File: config.mk
export PLATFORM = sky130hd
export DESIGN_NAME = wb_arbiter
export DESIGN_NICKNAME = d
export VERILOG_FILES = /design/src/rtl/wb_arbiter.sv
export SDC_FILE = /design/constraint.sdc
export NUM_CORES = 1
export LEC_CHECK = 0
export ABC_CLOCK_PERIOD_IN_PS = 3700
export CAP_MARGIN = 20
export CORE_MARGIN = 1
export CORE_UTILIZATION = 45
export CTS_BUF_LIST = sky130_fd_sc_hd__clkbuf_4
export CTS_CLUSTER_DIAMETER = 30
export CTS_CLUSTER_SIZE = 30
export DETAILED_ROUTE_END_ITERATION = 6
export PLACE_DENSITY_LB_ADDON = 0.05
export SLEW_MARGIN = 5
export SYNTH_ARGS = -nofsm -noshare
export SYNTH_HDL_FRONTEND = slang
export SYNTH_SLANG_ARGS = --single-unit
File: constraint.sdc
create_clock -name clk_i -period 3.7 [get_ports clk_i]
set_input_delay 0.74 -clock clk_i [delete_from_list [all_inputs] [get_ports clk_i]]
set_output_delay 0.74 -clock clk_i [all_outputs]
set_load 0.02 [all_outputs]
File: src/rtl/wb_arbiter.sv
// Writeback arbiter: merges pipeline and long-latency results onto the single
// register-file write port, buffering long-latency results and tracking pending writes.
module wb_arbiter #(
  parameter int DEPTH = 2,
  parameter int XLEN  = 32
) (
  input  logic            clk_i,
  input  logic            reset_i,
  input  logic            stall_i,
  input  logic            pipe_wr_i,
  input  logic [4:0]      pipe_addr_i,
  input  logic [XLEN-1:0] pipe_data_i,
  input  logic            issue_i,
  input  logic [4:0]      issue_addr_i,
  input  logic            lu_valid_i,
  output logic            lu_ready_o,
  input  logic [4:0]      lu_addr_i,
  input  logic [XLEN-1:0] lu_data_i,
  input  logic [4:0]      rdaddra_i,
  input  logic [4:0]      rdaddrb_i,
  input  logic [4:0]      rdaddrc_i,
  output logic [2:0]      raw_hazard_o,
  output logic            waw_hazard_o,
  output logic            wr_o,
  output logic [4:0]      wraddr_o,
  output logic [XLEN-1:0] wrdata_o
);

  localparam int AW = (DEPTH > 1) ? $clog2(DEPTH) : 1;
  localparam int CW = AW + 1;

  logic [4:0]      addr_mem_q [DEPTH];
  logic [XLEN-1:0] data_mem_q [DEPTH];

  logic [AW-1:0]   wptr_q, wptr_d;
  logic [AW-1:0]   rptr_q, rptr_d;
  logic [CW-1:0]   cnt_q, cnt_d;
  logic [31:0]     pend_q, pend_d;
  logic            wr_q, wr_d;
  logic [4:0]      wraddr_q, wraddr_d;
  logic [XLEN-1:0] wrdata_q, wrdata_d;

  logic            pipe_sel;
  logic            fifo_pop;
  logic            fifo_push;
  logic            lu_accept;
  logic [4:0]      head_addr;
  logic [XLEN-1:0] head_data;

  // Ready comes only from the registered count so pops never reach lu_ready_o.
  assign lu_ready_o = (cnt_q != CW'(DEPTH));
  assign lu_accept  = lu_valid_i && lu_ready_o;
  assign fifo_push  = lu_accept && (lu_addr_i != 5'd0);
  assign pipe_sel   = !stall_i && pipe_wr_i && (pipe_addr_i != 5'd0);
  assign fifo_pop   = !pipe_sel && (cnt_q != '0);
  assign head_addr  = addr_mem_q[rptr_q];
  assign head_data  = data_mem_q[rptr_q];

  assign raw_hazard_o = {pend_q[rdaddrc_i], pend_q[rdaddrb_i], pend_q[rdaddra_i]};
  assign waw_hazard_o = pipe_wr_i && pend_q[pipe_addr_i];

  assign wr_o     = wr_q;
  assign wraddr_o = wraddr_q;
  assign wrdata_o = wrdata_q;

  always_comb begin
    wr_d     = 1'b0;
    wraddr_d = wraddr_q;
    wrdata_d = wrdata_q;
    wptr_d   = wptr_q;
    rptr_d   = rptr_q;
    cnt_d    = cnt_q + CW'(fifo_push) - CW'(fifo_pop);
    pend_d   = pend_q;

    if (pipe_sel) begin
      wr_d     = 1'b1;
      wraddr_d = pipe_addr_i;
      wrdata_d = pipe_data_i;
    end else if (fifo_pop) begin
      wr_d     = 1'b1;
      wraddr_d = head_addr;
      wrdata_d = head_data;
      rptr_d   = rptr_q + AW'(1);
      pend_d[head_addr] = 1'b0;
    end

    if (fifo_push) begin
      wptr_d = wptr_q + AW'(1);
    end

    // Set is applied after clear so a same-cycle re-issue stays pending.
    if (issue_i && !stall_i && (issue_addr_i != 5'd0)) begin
      pend_d[issue_addr_i] = 1'b1;
    end
    pend_d[0] = 1'b0;
  end

  always_ff @(posedge clk_i or posedge reset_i) begin
    if (reset_i) begin
      wr_q     <= 1'b0;
      wraddr_q <= '0;
      wrdata_q <= '0;
      wptr_q   <= '0;
      rptr_q   <= '0;
      cnt_q    <= '0;
      pend_q   <= '0;
    end else begin
      wr_q     <= wr_d;
      wraddr_q <= wraddr_d;
      wrdata_q <= wrdata_d;
      wptr_q   <= wptr_d;
      rptr_q   <= rptr_d;
      cnt_q    <= cnt_d;
      pend_q   <= pend_d;
    end
  end

  always_ff @(posedge clk_i) begin
    if (fifo_push) begin
      addr_mem_q[wptr_q] <= lu_addr_i;
      data_mem_q[wptr_q] <= lu_data_i;
    end
  end

endmodule

==> results of run 1 <==
cells in the final DEF, fill, tap and decap left out, types with 31 or more instances in the layout:
| cell | synthesis | routed |
|---|---|---|
| clkdlybuf4s50_1 | 0 | 136 |
| edfxtp_1 | 74 | 74 |
| dfrtp_1 | 73 | 72 |
| o21ai_0 | 68 | 68 |
| nand2_1 | 51 | 51 |
| nor2_1 | 42 | 39 |
| a21oi_1 | 38 | 38 |
| mux2i_1 | 37 | 37 |
| o41ai_1 | 31 | 31 |
| mux4_2 | 31 | 31 |
kinds of logic (layout without fill, tap and decap cells):
family | count (synthesis) | after routing | share of synthesized area [%]
AO/OA/AOI/OAI | 156 | 156 | 13.5
flip-flops | 147 | 147 | 57.4
AND/OR/NAND/NOR | 127 | 127 | 7.88
multiplexers | 80 | 80 | 17.1
buffers and inverters | 49 | 209 | 3.23
XOR/XNOR | 4 | 4 | 0.497
adder cells (fa/ha/maj) | 2 | 2 | 0.355
other | 0 | 1 | 0
routing by layer:
| layer | vias to the layer above | share of wire, % | track usage (%) |
|---|---|---|---|
| li1 | 2458 | - | - |
| met1 | 2642 | 42 | 30.7 |
| met2 | 242 | 48 | 38.2 |
| met3 | 23 | 8.5 | 7.83 |
| met4 | 0 | 1.3 | 7.70 |
| met5 | - | 0 | 0 |
Yosys cell counts, types with 12 or more instances:
cell,instances
nor2_1,42
o21ai_0,68
nand2_1,51
mux4_2,31
edfxtp_1,74
dfrtp_1,73
o41ai_1,31
a21oi_1,38
inv_1,12
mux2_2,12
mux2i_1,37
clkbuf_1,27
report_power, final:
| group | leakage (nW) | total [W] | switching (W) | internal (W) |
|---|---|---|---|---|
| registers | 1.59 | 0.00288 | 0.000550 | 0.00233 |
| clock network | 0.158 | 0.00105 | 0.000549 | 0.000505 |
| logic | 1.68 | 0.00286 | 0.00149 | 0.00137 |
| total | 3.43 | 0.00679 | 0.00259 | 0.00420 |
worst max path at each step:
stage                             from              end  slack [ns]  cells after the start
after global routing      rdaddrb_i[0]  raw_hazard_o[1]        0.07                      7
after detailed placement  rdaddrb_i[1]  raw_hazard_o[1]        -0.1                      6
final                     rdaddrb_i[0]  raw_hazard_o[1]        0.15                      7
after floorplan           rdaddra_i[0]  raw_hazard_o[0]        0.67                      5
after global placement    rdaddrb_i[1]  raw_hazard_o[1]       -0.08                      6
after CTS                 rdaddrb_i[0]  raw_hazard_o[1]        0.16                      7
flip-flops by register name, indices dropped and copies added (netlist names):
| signal | flops |
|---|---|
| wr_o | 1 |
| data_mem_q | 64 |
| wrdata_o | 32 |
| rptr_q | 1 |
| pend_q | 31 |
| wraddr_o | 5 |
| addr_mem_q | 10 |
| wptr_q | 1 |
| cnt_q | 2 |
metrics by stage:
step	worst slack [ns]	util [%]	std cells	hold WS, ns	power (W)
finish	0.152	59.5	937	0.545	0.00679
global route	0.0697	59.5	937	0.511	0.00719
CTS	0.158	59.5	936	0.504	0.00681
detailed placement	-0.0956	57.6	904	0.541	0.00577
global placement	-0.0752	57.3	902	0.534	0.00568
floorplan	0.670	-	565	0.468	0.00453
critical path, delay by kind of cell:
family | cells | cell delay, ns
mux | 1 | 0.50
buf+inv | 3 | 1.12
simple gates | 1 | 0.17
compound gates | 2 | 0.28
final cells by class:
| type | instances | area share, % |
|---|---|---|
| clock buffer | 22 | 1.82 |
| tap | 211 | 2.91 |
| multi-input combinational | 369 | 30.9 |
| clock inverter | 10 | 1.53 |
| inverter | 12 | 0.496 |
| sequential | 147 | 44.6 |
| timing repair buffer | 165 | 17.7 |
| antenna | 1 | 0.0276 |
repair_timing:
action | in CTS | in global routing
hold buffers | 0 | 0
gates resized for setup | 6 | 0
endpoints found under the setup margin | 4 | 0
==> metrics, run 1 <==
max incr delay on CP=0.57 ns; Synth Cell Area=0.00705 mm2; Synthesis Warnings=0; fmax=282 MHz; # port buffers=142; nets@finish=814; synth top area cells=edfxtp_1 32%, dfrtp_1 26%, mux4_2 9.9%; drt total wl=18400 um; Via density=5.73; relative slew slack=33.3%; worst-path cell chain=clkdlybuf4s50_1 > buf_4 > mux4_2 > nand2b_1 > a31oi_1 > a22oi_1 > dlygate4sd2_1; # DRC=0; fin. max-slew vios=0; die height=127 um; Slew @ Worst Pin=0.996 ns; die width=127 um; Clock Tree Buf Depth=2; Worst path slowest cell=clkdlybuf4s50_1; setup bufs post-CTS=0; outcome=complete, no violations; Avg Cell Area, Syn=12.5 um2; Hold Vio Cnt, Final=0; Reg area=0.00405 mm2; drt first pass iters=5; worst setup path category=input pin to output port; Congestion Overflow GR=0; worst skew pair latency=0.53 ns; GRT Resource Usage Total=23.8%; share of the synthesized area in the top cell type=31.5%; Critical R2R Capture=pend_q[14]; starting DRC count in detailed routing=481; Max VDD drop=0.370 mV; Fin Setup TNS=0 ns; Distinct cells, synth=38; leakage=3.43 nW; routed len/inst=19.7 um; clock transition at the registers of the reported paths=0.13 ns; hold crit path type=input pin to asynchronous set/reset pin; antenna violations before repair=2; Yosys reg bits=147; reg2reg start=rptr_q; multi-input logic area=0.00280 mm2; full die area=0.0162 mm2; Post-Syn Instances=565; largest net degree at the start of global routing=61; gp weighted congestion=0.868; TritonCTS clock tree=yes; core area=0.0153 mm2; R2R setup slack=1.42 ns; max_cap viols=0; first-pass GRT wire length=29200 um; Post-Place Cell Area=0.00878 mm2; syn_nets=667; layout cells sized above 1=14.3%; Final Instance Area=0.00908 mm2; Vias=5365; vias in the first global route=5542; total CTS buffers=17; min cycle time layout=3.55 ns; RSZ-0062 raised after global routing=no; CP Data Arrival Time=2.81 ns; Antenna Nets Post-Route=0; Initial Utilization=46.2%; number of synthesized flops with an enable pin=74; Layout Area Growth over Synthesis=28.8%; IO Count=143; worst-path fanout max=7; sequential fraction of the synthesis area=57.4%; worst clock skew=0.0199 ns; Fillers=1269; r2r worst-path depth=5; Clock Sinks=147; DP HPWL=13200 um; Final Cycle Share=95.9%; Pwr per Cell Area=748 mW/mm2; CP Capture Type=output port; Site Rows=45; Primary FF master, synth=edfxtp_1; Setup Viol. Count Final=0; startpoint types=input pin; htree depth=4; Yosys top cell by area=edfxtp_1; clock root buffer=clkbuf_4; Synth async-reset ratio=49.7%; Worst Path Required=2.96 ns
Power figures use the tool's default switching activity.
==> inputs of run 2 (changes only) <==
--- a/config.mk
+++ b/config.mk
@@ -5,7 +5,7 @@
 export SDC_FILE = /design/constraint.sdc
 export NUM_CORES = 1
 export LEC_CHECK = 0
-export ABC_CLOCK_PERIOD_IN_PS = 3700
+export ABC_CLOCK_PERIOD_IN_PS = 4250
 export CAP_MARGIN = 20
 export CORE_MARGIN = 1
 export CORE_UTILIZATION = 45
@@ -14,7 +14,7 @@
 export CTS_CLUSTER_SIZE = 30
 export DETAILED_ROUTE_END_ITERATION = 6
 export PLACE_DENSITY_LB_ADDON = 0.05
-export SLEW_MARGIN = 5
+export SLEW_MARGIN = 15
 export SYNTH_ARGS = -nofsm -noshare
 export SYNTH_HDL_FRONTEND = slang
 export SYNTH_SLANG_ARGS = --single-unit
==> constraint.sdc (replaced) <==
create_clock -name clk_i -period 4.25 [get_ports clk_i]
set_input_delay 0.85 -clock clk_i [delete_from_list [all_inputs] [get_ports clk_i]]
set_output_delay 0.85 -clock clk_i [all_outputs]
set_load 0.02 [all_outputs]
==> metrics, run 2 (synthesized netlist as in run 1, its figures left out) <==
Post-Place Cell Area=0.00873 mm2 (-0.60%); max_cap viols=0 (unchanged); Clock Tree Buf Depth=2 (unchanged); nets@finish=807 (-0.86%); fmax=246 MHz; most common cell after layout, fill and taps aside=clkdlybuf4s50_1; GRT Resource Usage Total=24.6% (+0.77 points); reg2reg start=rptr_q; max reg flops=64 (unchanged); die width=127 um (unchanged); CTS Hold Bufs=0 (unchanged); Reg with most FFs=data_mem_q; startpoint types=input pin; DP Cell Count=897 (-0.77%); CP top delay family=buffers and inverters; starting DRC count in detailed routing=548 (+14%); full die area=0.0162 mm2 (unchanged); worst-path cell chain=clkdlybuf4s50_1 > mux4_2 > mux4_2 > inv_1 > a22oi_1 > clkdlybuf4s50_1; r2r worst-path depth=5 (unchanged); Post-Layout Cell Count=931 (-0.64%); Fin Setup TNS=0 ns (unchanged); hold path start=cnt_q[1]; max incr delay on CP=0.67 ns (+0.10 ns); worst-path fanout max=6 (-1); Setup Viol. Count Final=0 (unchanged); routed len/inst=20.2 um (+2.9%); DP HPWL=13100 um (-0.76%); worst clock skew=0.0212 ns (+0.00131 ns); CP Capture Type=output port; die height=127 um (unchanged); Hold Vio Cnt, Final=0 (unchanged); clock transition at the registers of the reported paths=0.11 ns (-0.02 ns); Antenna Nets Post-Route=0 (unchanged); CP Data Arrival Time=3.22 ns (+0.41 ns); outcome=complete, no violations; clock root buffer=clkbuf_4; R2R setup slack=1.89 ns (+0.47 ns); Clock Sinks=147 (unchanged); Hold Crit Depth=1; Congestion Overflow GR=0 (unchanged); IO Count=143 (unchanged); WP buf/inv=3 (unchanged); Setup WS pre-CTS=0.133 ns (+0.228 ns); Fillers=1275 (+0.47%); Endpoint, Worst Hold=cnt_q[1]; htree depth=4 (unchanged); worst skew pair latency=0.54 ns (about the same); total CTS buffers=17 (unchanged); hold crit path type=flop to flop; Stages on worst setup path=6 (-1); Critical R2R Capture=pend_q[2]; first-pass GRT wire length=29600 um (+1.6%); vias in the first global route=5553 (+0.20%); Initial Utilization=46.2% (unchanged); Max VDD drop=0.479 mV (+29%); RSZ-0062 raised after global routing=no; Via density=5.77 (+0.70%); Vias=5368 (+0.056%); layout cells sized above 1=13.5% (-0.84 points); worst setup path category=input pin to output port; # DRC=0 (unchanged); antenna violations before repair=2 (unchanged); # port buffers=142 (unchanged); fin. max-slew vios=0 (unchanged); Slew @ Worst Pin=1.06 ns (+0.0667 ns); Site Rows=45 (unchanged); min cycle time layout=4.07 ns; gp weighted congestion=0.955 (+10%); Worst path slowest cell=clkdlybuf4s50_1; Worst Path Required=3.40 ns (+0.44 ns); largest net degree at the start of global routing=106 (+74%); core area=0.0153 mm2 (unchanged); drt first pass iters=6 (+1); TritonCTS clock tree=yes; setup ws final=0.182 ns (+0.0306 ns); Final Instance Area=0.00904 mm2 (-0.43%); Pwr per Cell Area=657 mW/mm2 (-12%); Layout Area Growth over Synthesis=28.3%; most frequent cells in the layout=141 x clkdlybuf4s50_1, 74 x edfxtp_1, 72 x dfrtp_1; Final Cycle Share=95.7%; relative slew slack=29.1% (-4.1 points); leakage=3.40 nW (-0.88%); drt total wl=18800 um (+2.3%)
==> run 2: cell count changes in the layout (fill, tap and decap cells not counted) <==
| cell | previous run | this run |
|---|---|---|
| dlymetal6s2s_1 | 0 | 1 |
| inv_6 | 0 | 3 |
| buf_4 | 21 | 14 |
| clkbuf_4 | 22 | 20 |
| clkdlybuf4s50_1 | 136 | 141 |
| diode_2 | 1 | 2 |
| dlygate4sd2_1 | 6 | 0 |
| clkinv_2 | 1 | 2 |
| clkinvlp_4 | 3 | 1 |
==> run 2: area by class of cell <==
type | count | area, um2 | share of cell area, %
Antenna cell | 2 | 5.00 | 0.0553
Clock buffer | 20 | 150 | 1.66
Clock inverter | 12 | 155 | 1.72
Inverter | 12 | 45.0 | 0.498
Multi-Input combinational cell | 369 | 2800 | 31.0
Sequential cell | 147 | 4050 | 44.8
Tap cell | 211 | 264 | 2.92
Timing Repair Buffer | 158 | 1570 | 17.4
==> run 2: metal layers <==
layer	share of wire [%]	up-vias	track usage [%]	routed length (um)
met4	1.9	0	9.73	349
li1	-	2443	-	-
met1	41	2636	31.6	7780
met2	48	252	39.3	9090
met3	8.6	37	7.33	1620
met5	0	-	0	0
==> run 2: repair_timing <==
| action | 4_1_cts | 5_1_grt |
|---|---|---|
| resized for setup | 0 | 1 |
| buffers inserted | 0 | 0 |
| endpoints found under the setup margin | 0 | 1 |
==> run 2: through the flow <==
stage          hold WS (ns)  total power [W]  util (%)
4_1_cts               0.581          0.00598      59.2
2_1_floorplan         0.468          0.00394         -
6_report              0.577          0.00595      59.3
3_5_place_dp          0.561          0.00503      57.2
3_3_place_gp          0.533          0.00494      56.9
5_1_grt               0.605          0.00631      59.2
==> run 2: worst max-delay path by stage <==
stage                   startpoint               to  slack, ns
global route          rdaddra_i[1]  raw_hazard_o[0]       0.09
floorplan             rdaddra_i[0]  raw_hazard_o[0]        1.0
CTS                 pipe_addr_i[0]     waw_hazard_o       0.12
detailed placement  pipe_addr_i[0]     waw_hazard_o       0.13
global placement      rdaddra_i[1]  raw_hazard_o[0]       0.19
finish                rdaddra_i[1]  raw_hazard_o[0]       0.18
==> run 2: report_power, final <==
group | internal, W | switching, W
combinational | 0.00119 | 0.00129
clock | 0.000431 | 0.000504
sequential | 0.00203 | 0.000506
total | 0.00365 | 0.00230
